--- src/rtl/uart_receiver.sv ---
// 8N1 UART receive stage: two-flop synchroniser, start-bit qualification,
// mid-bit sampling, byte delivery with a valid pulse and stop-bit error flag.
module uart_receiver #(
  parameter int CLKS_PER_BIT = 279,
  parameter int HALF_BIT     = CLKS_PER_BIT / 2
) (
  input  logic       clk,
  input  logic       rst,
  input  logic       rx,
  output logic [7:0] data_rx,
  output logic       rx_valid,
  output logic       frame_err,
  output logic       busy
);

  typedef enum logic [2:0] {
    S_IDLE,
    S_START,
    S_DATA,
    S_STOP,
    S_BREAK
  } state_t;

  localparam logic [8:0] BIT_LAST = 9'(CLKS_PER_BIT - 1);
  localparam logic [8:0] HALF_CNT = 9'(HALF_BIT);

  state_t      state_q;
  logic [8:0]  cnt_q;
  logic [2:0]  idx_q;
  logic [7:0]  shift_q;
  logic [7:0]  data_q;
  logic        valid_q;
  logic        err_q;
  logic        s1_q;
  logic        rx_s_q;

  always_ff @(posedge clk or negedge rst) begin
    if (!rst) begin
      s1_q   <= 1'b1;
      rx_s_q <= 1'b1;
    end else begin
      s1_q   <= rx;
      rx_s_q <= s1_q;
    end
  end

  always_ff @(posedge clk or negedge rst) begin
    if (!rst) begin
      state_q <= S_IDLE;
      cnt_q   <= '0;
      idx_q   <= '0;
      shift_q <= '0;
      data_q  <= '0;
      valid_q <= 1'b0;
      err_q   <= 1'b0;
    end else begin
      valid_q <= 1'b0;
      err_q   <= 1'b0;
      case (state_q)
        S_IDLE: begin
          cnt_q <= '0;
          idx_q <= '0;
          if (!rx_s_q) state_q <= S_START;
        end
        S_START: begin
          // A high sample anywhere before mid-start is treated as a glitch.
          if (rx_s_q) begin
            state_q <= S_IDLE;
            cnt_q   <= '0;
          end else if (cnt_q == HALF_CNT) begin
            state_q <= S_DATA;
            cnt_q   <= '0;
            idx_q   <= '0;
          end else begin
            cnt_q <= cnt_q + 9'd1;
          end
        end
        S_DATA: begin
          if (cnt_q == BIT_LAST) begin
            cnt_q          <= '0;
            shift_q[idx_q] <= rx_s_q;
            if (idx_q == 3'd7) state_q <= S_STOP;
            else               idx_q   <= idx_q + 3'd1;
          end else begin
            cnt_q <= cnt_q + 9'd1;
          end
        end
        S_STOP: begin
          if (cnt_q == BIT_LAST) begin
            cnt_q <= '0;
            if (rx_s_q) begin
              data_q  <= shift_q;
              valid_q <= 1'b1;
              state_q <= S_IDLE;
            end else begin
              err_q   <= 1'b1;
              state_q <= S_BREAK;
            end
          end else begin
            cnt_q <= cnt_q + 9'd1;
          end
        end
        S_BREAK: begin
          // Wait out a held-low line so it is not decoded as repeated frames.
          cnt_q <= '0;
          if (rx_s_q) state_q <= S_IDLE;
        end
        default: begin
          state_q <= S_IDLE;
          cnt_q   <= '0;
          idx_q   <= '0;
        end
      endcase
    end
  end

  assign data_rx   = data_q;
  assign rx_valid  = valid_q;
  assign frame_err = err_q;
  assign busy      = (state_q != S_IDLE);

endmodule

--- config.mk ---
export PLATFORM = sky130hd
export DESIGN_NAME = uart_receiver
export DESIGN_NICKNAME = d
export VERILOG_FILES = /design/src/rtl/uart_receiver.sv
export SDC_FILE = /design/constraint.sdc
export NUM_CORES = 1
export LEC_CHECK = 0
export BUFFER_PORTS_ARGS = -buffer_cell sky130_fd_sc_hd__buf_2
export CAP_MARGIN = 20
export CORE_ASPECT_RATIO = 0.9
export CORE_MARGIN = 3
export CORE_UTILIZATION = 35
export CTS_CLUSTER_DIAMETER = 40
export DETAILED_ROUTE_END_ITERATION = 12
export PLACE_DENSITY = 0.5
export SYNTH_ARGS = -nofsm -noshare
export SYNTH_HDL_FRONTEND = slang
export SYNTH_SLANG_ARGS = --single-unit
--- constraint.sdc ---
create_clock -name clk -period 2.5 [get_ports clk]
set_input_delay 0.25 -clock clk [delete_from_list [all_inputs] [get_ports clk]]
set_output_delay 0.25 -clock clk [all_outputs]
set_load 0.1 [all_outputs]
==> out/metrics.cfg <==
[routing]
vias_per_cell = 5.05
drtAntennaViolNets = 0
drc = 0
drt_iter0_drc = 47
vias = 1080
drt-pass1-iter-count = 4
wire_per_inst_um = 14.1
postRouteWirelength_mm = 3.01

[clock_tree]
cts_sinks = 35
cts_resized = 0
cts_tree = done
root_buffer = clkbuf_8
h-tree-depth = 2
insertion_delay_ps = 290
post_cts_buffers = 0
clockBufferDepth = 2
cts-buffers-inserted = 5
path_clk_slew_ps = 70
holdBufCountCts = 0

[yosys]
ys_ff_latch = 35
netlist_instances = 138
avgSynthCellArea_um2 = 11.9
ys_top_cells_by_count = 33 x dfrtp_1, 17 x nor2_1, 16 x mux2_2
synth_ff_type = dfrtp_1
yosysMostFrequentCell = dfrtp_1
synth.area.top_cells = dfrtp_1 50%, mux2_2 11%, nor2_1 3.9%
synth.largest_area_cell = dfrtp_1
synth-async-reset-ratio_pct = 100
synth_edf_count = 0
yosysSeqAreaShare_pct = 53.7
yosysTopAreaCellShare_pct = 50.5
synth_nets = 145
yosysWarnings = 0
synth.distinct_cells = 40
syn_area_um2 = 1640

[global_route]
grt_max_degree = 36
grt_pass1_wl_mm = 5.34
grt-ovfl-total = 0
grt_pass1_vias = 1076
track_usage_pct = 12.6
antenna_found_initial = 0

[hold_path]
hold_class = input pin to asynchronous set/reset pin

[sta]
hold_viol = 0
finalSetupViolCount = 0
max_clock_freq_mhz = 523
fin_crit_ps = 1910
setup_tns_ps = 0
fin_worst_skew_ps = 6.47
fin_crit_sh_pct = 76.5
worst_pin_slew_ps = 755
report.final.slew_viol_count = 0
whs_ps = 35.5
rsz0062_at_grt = no
relSlewSlack_pct = 49.7

[power_and_ir_drop]
total_power_mw = 1.38
ir_drop_uv = 318
power_density_nw_per_um2 = 753
p_leak_nw = 0.863

[die]
die_w_um = 78.1
fp-row-count = 22
core_area_um2 = 4290
io_pins = 14
dieHeight_um = 70.9
dieArea_um2 = 5530
start_util_pct = 38.1

[worst_setup_path]
worstPathMaxFanout = 7
startpoint_type = flip-flop
arrival_ps = 2090
cp-end-kind = flip-flop
required_ps = 2670
cpMaxStageDelayCell = dfrtp_1
crit_type = flip-flop to flip-flop
crit_chain = and4bb_2 > nand4_2 > nor4_1 > mux2_2
crit_path_max_incr_delay_ps = 440

[cells_and_area]
drive_gt1_share_pct = 29.9
area_growth_pct = 12.4
nets = 160
antenna_cells = 0
fillers = 432

[place]
port_buffers = 13
gp_congestion = 0.786
place_hpwl_mm = 2.13

[run]
cap_violations = 0

[status]
status = complete, no violations

==> layout by cell type (no fill, tap or decap), types with 4 or more instances in the layout <==
master and count:
dfrtp_1 33, nor2_1 17, mux2_2 16, buf_2 13, xor2_1 6, nor4_1 6, nand3_1 5, clkbuf_8 5
nand2b_1 4, nand4_1 4, nand2_1 4, ha_1 4
==> worst max-delay path: cells and delay by family (launching register included) <==
family           cells  cell delay [ps]
AND/OR/NAND/NOR      3              980
multiplexers         1              380
flip-flops           1              440
==> stage by stage <==
step	worst slack [ps]	utilization [%]	instances	cell area, um^2
floorplan	809	-	138	1640
global placement	600	40.9	206	1750
detailed placement	594	40.9	206	1750
CTS	591	42.8	214	1840
global route	478	42.8	214	1840
finish	588	42.8	214	1840
==> power by group <==
part / internal, mW / leakage (nW) / switching (mW)
clock network: 0.194 / 0.0412 / 0.193
registers: 0.640 / 0.461 / 0.112
logic: 0.107 / 0.360 / 0.138
total: 0.941 / 0.863 / 0.443
==> path summary, 6_finish.rpt <==
check / from / slack [ps] / end / cells past startpoint
min in group clk: rx / 60 / s1_q / 1
worst min-delay path: rst / 40 / cnt_q[2] / 1
worst max-delay path: cnt_q[3] / 590 / shift_q[6] / 4
worst min register to register: s1_q / 360 / rx_s_q / 0
worst max register to register: cnt_q[3] / 590 / shift_q[6] / 4
max in group asynchronous: rst / 1990 / data_rx[1] / 1
==> layout make-up <==
class,count,area (um^2),share of cell area (%)
timing repair buffer,13,65.1,3.54
inverter,3,11.3,0.612
clock buffer,6,72.6,3.95
multi-input combinational,95,724,39.4
tap,60,75.1,4.08
sequential,35,878,47.8
clock inverter,2,12.5,0.680
==> flip-flops by register name, indices dropped and copies added, names as in the netlist <==
signal	flops
cnt_q	9
data_rx	8
frame_err	1
idx_q	3
rx_s_q	1
rx_valid	1
s1_q	1
shift_q	8
state_q	3
==> per-layer routing <==
metal	global-route usage [%]	up-vias	routed length (um)
met1	17.0	528	1490
met4	4.66	0	45
met3	3.69	5	112
met2	19.2	15	1370
li1	-	532	-
met5	0	-	0
==> cell families after synthesis <==
kind of cell               Yosys count  share of synthesized area, %
and+or+nand+nor                     55                          20.3
DFF                                 35                          53.7
muxes                               16                          11.0
xor gates and xnor gates             7                          3.75
adders and majority gates            4                          3.06
buffers and inverters                8                          2.06
AOI/OAI and AO/OA                   13                          6.19
(Power assumes the default switching activity.)
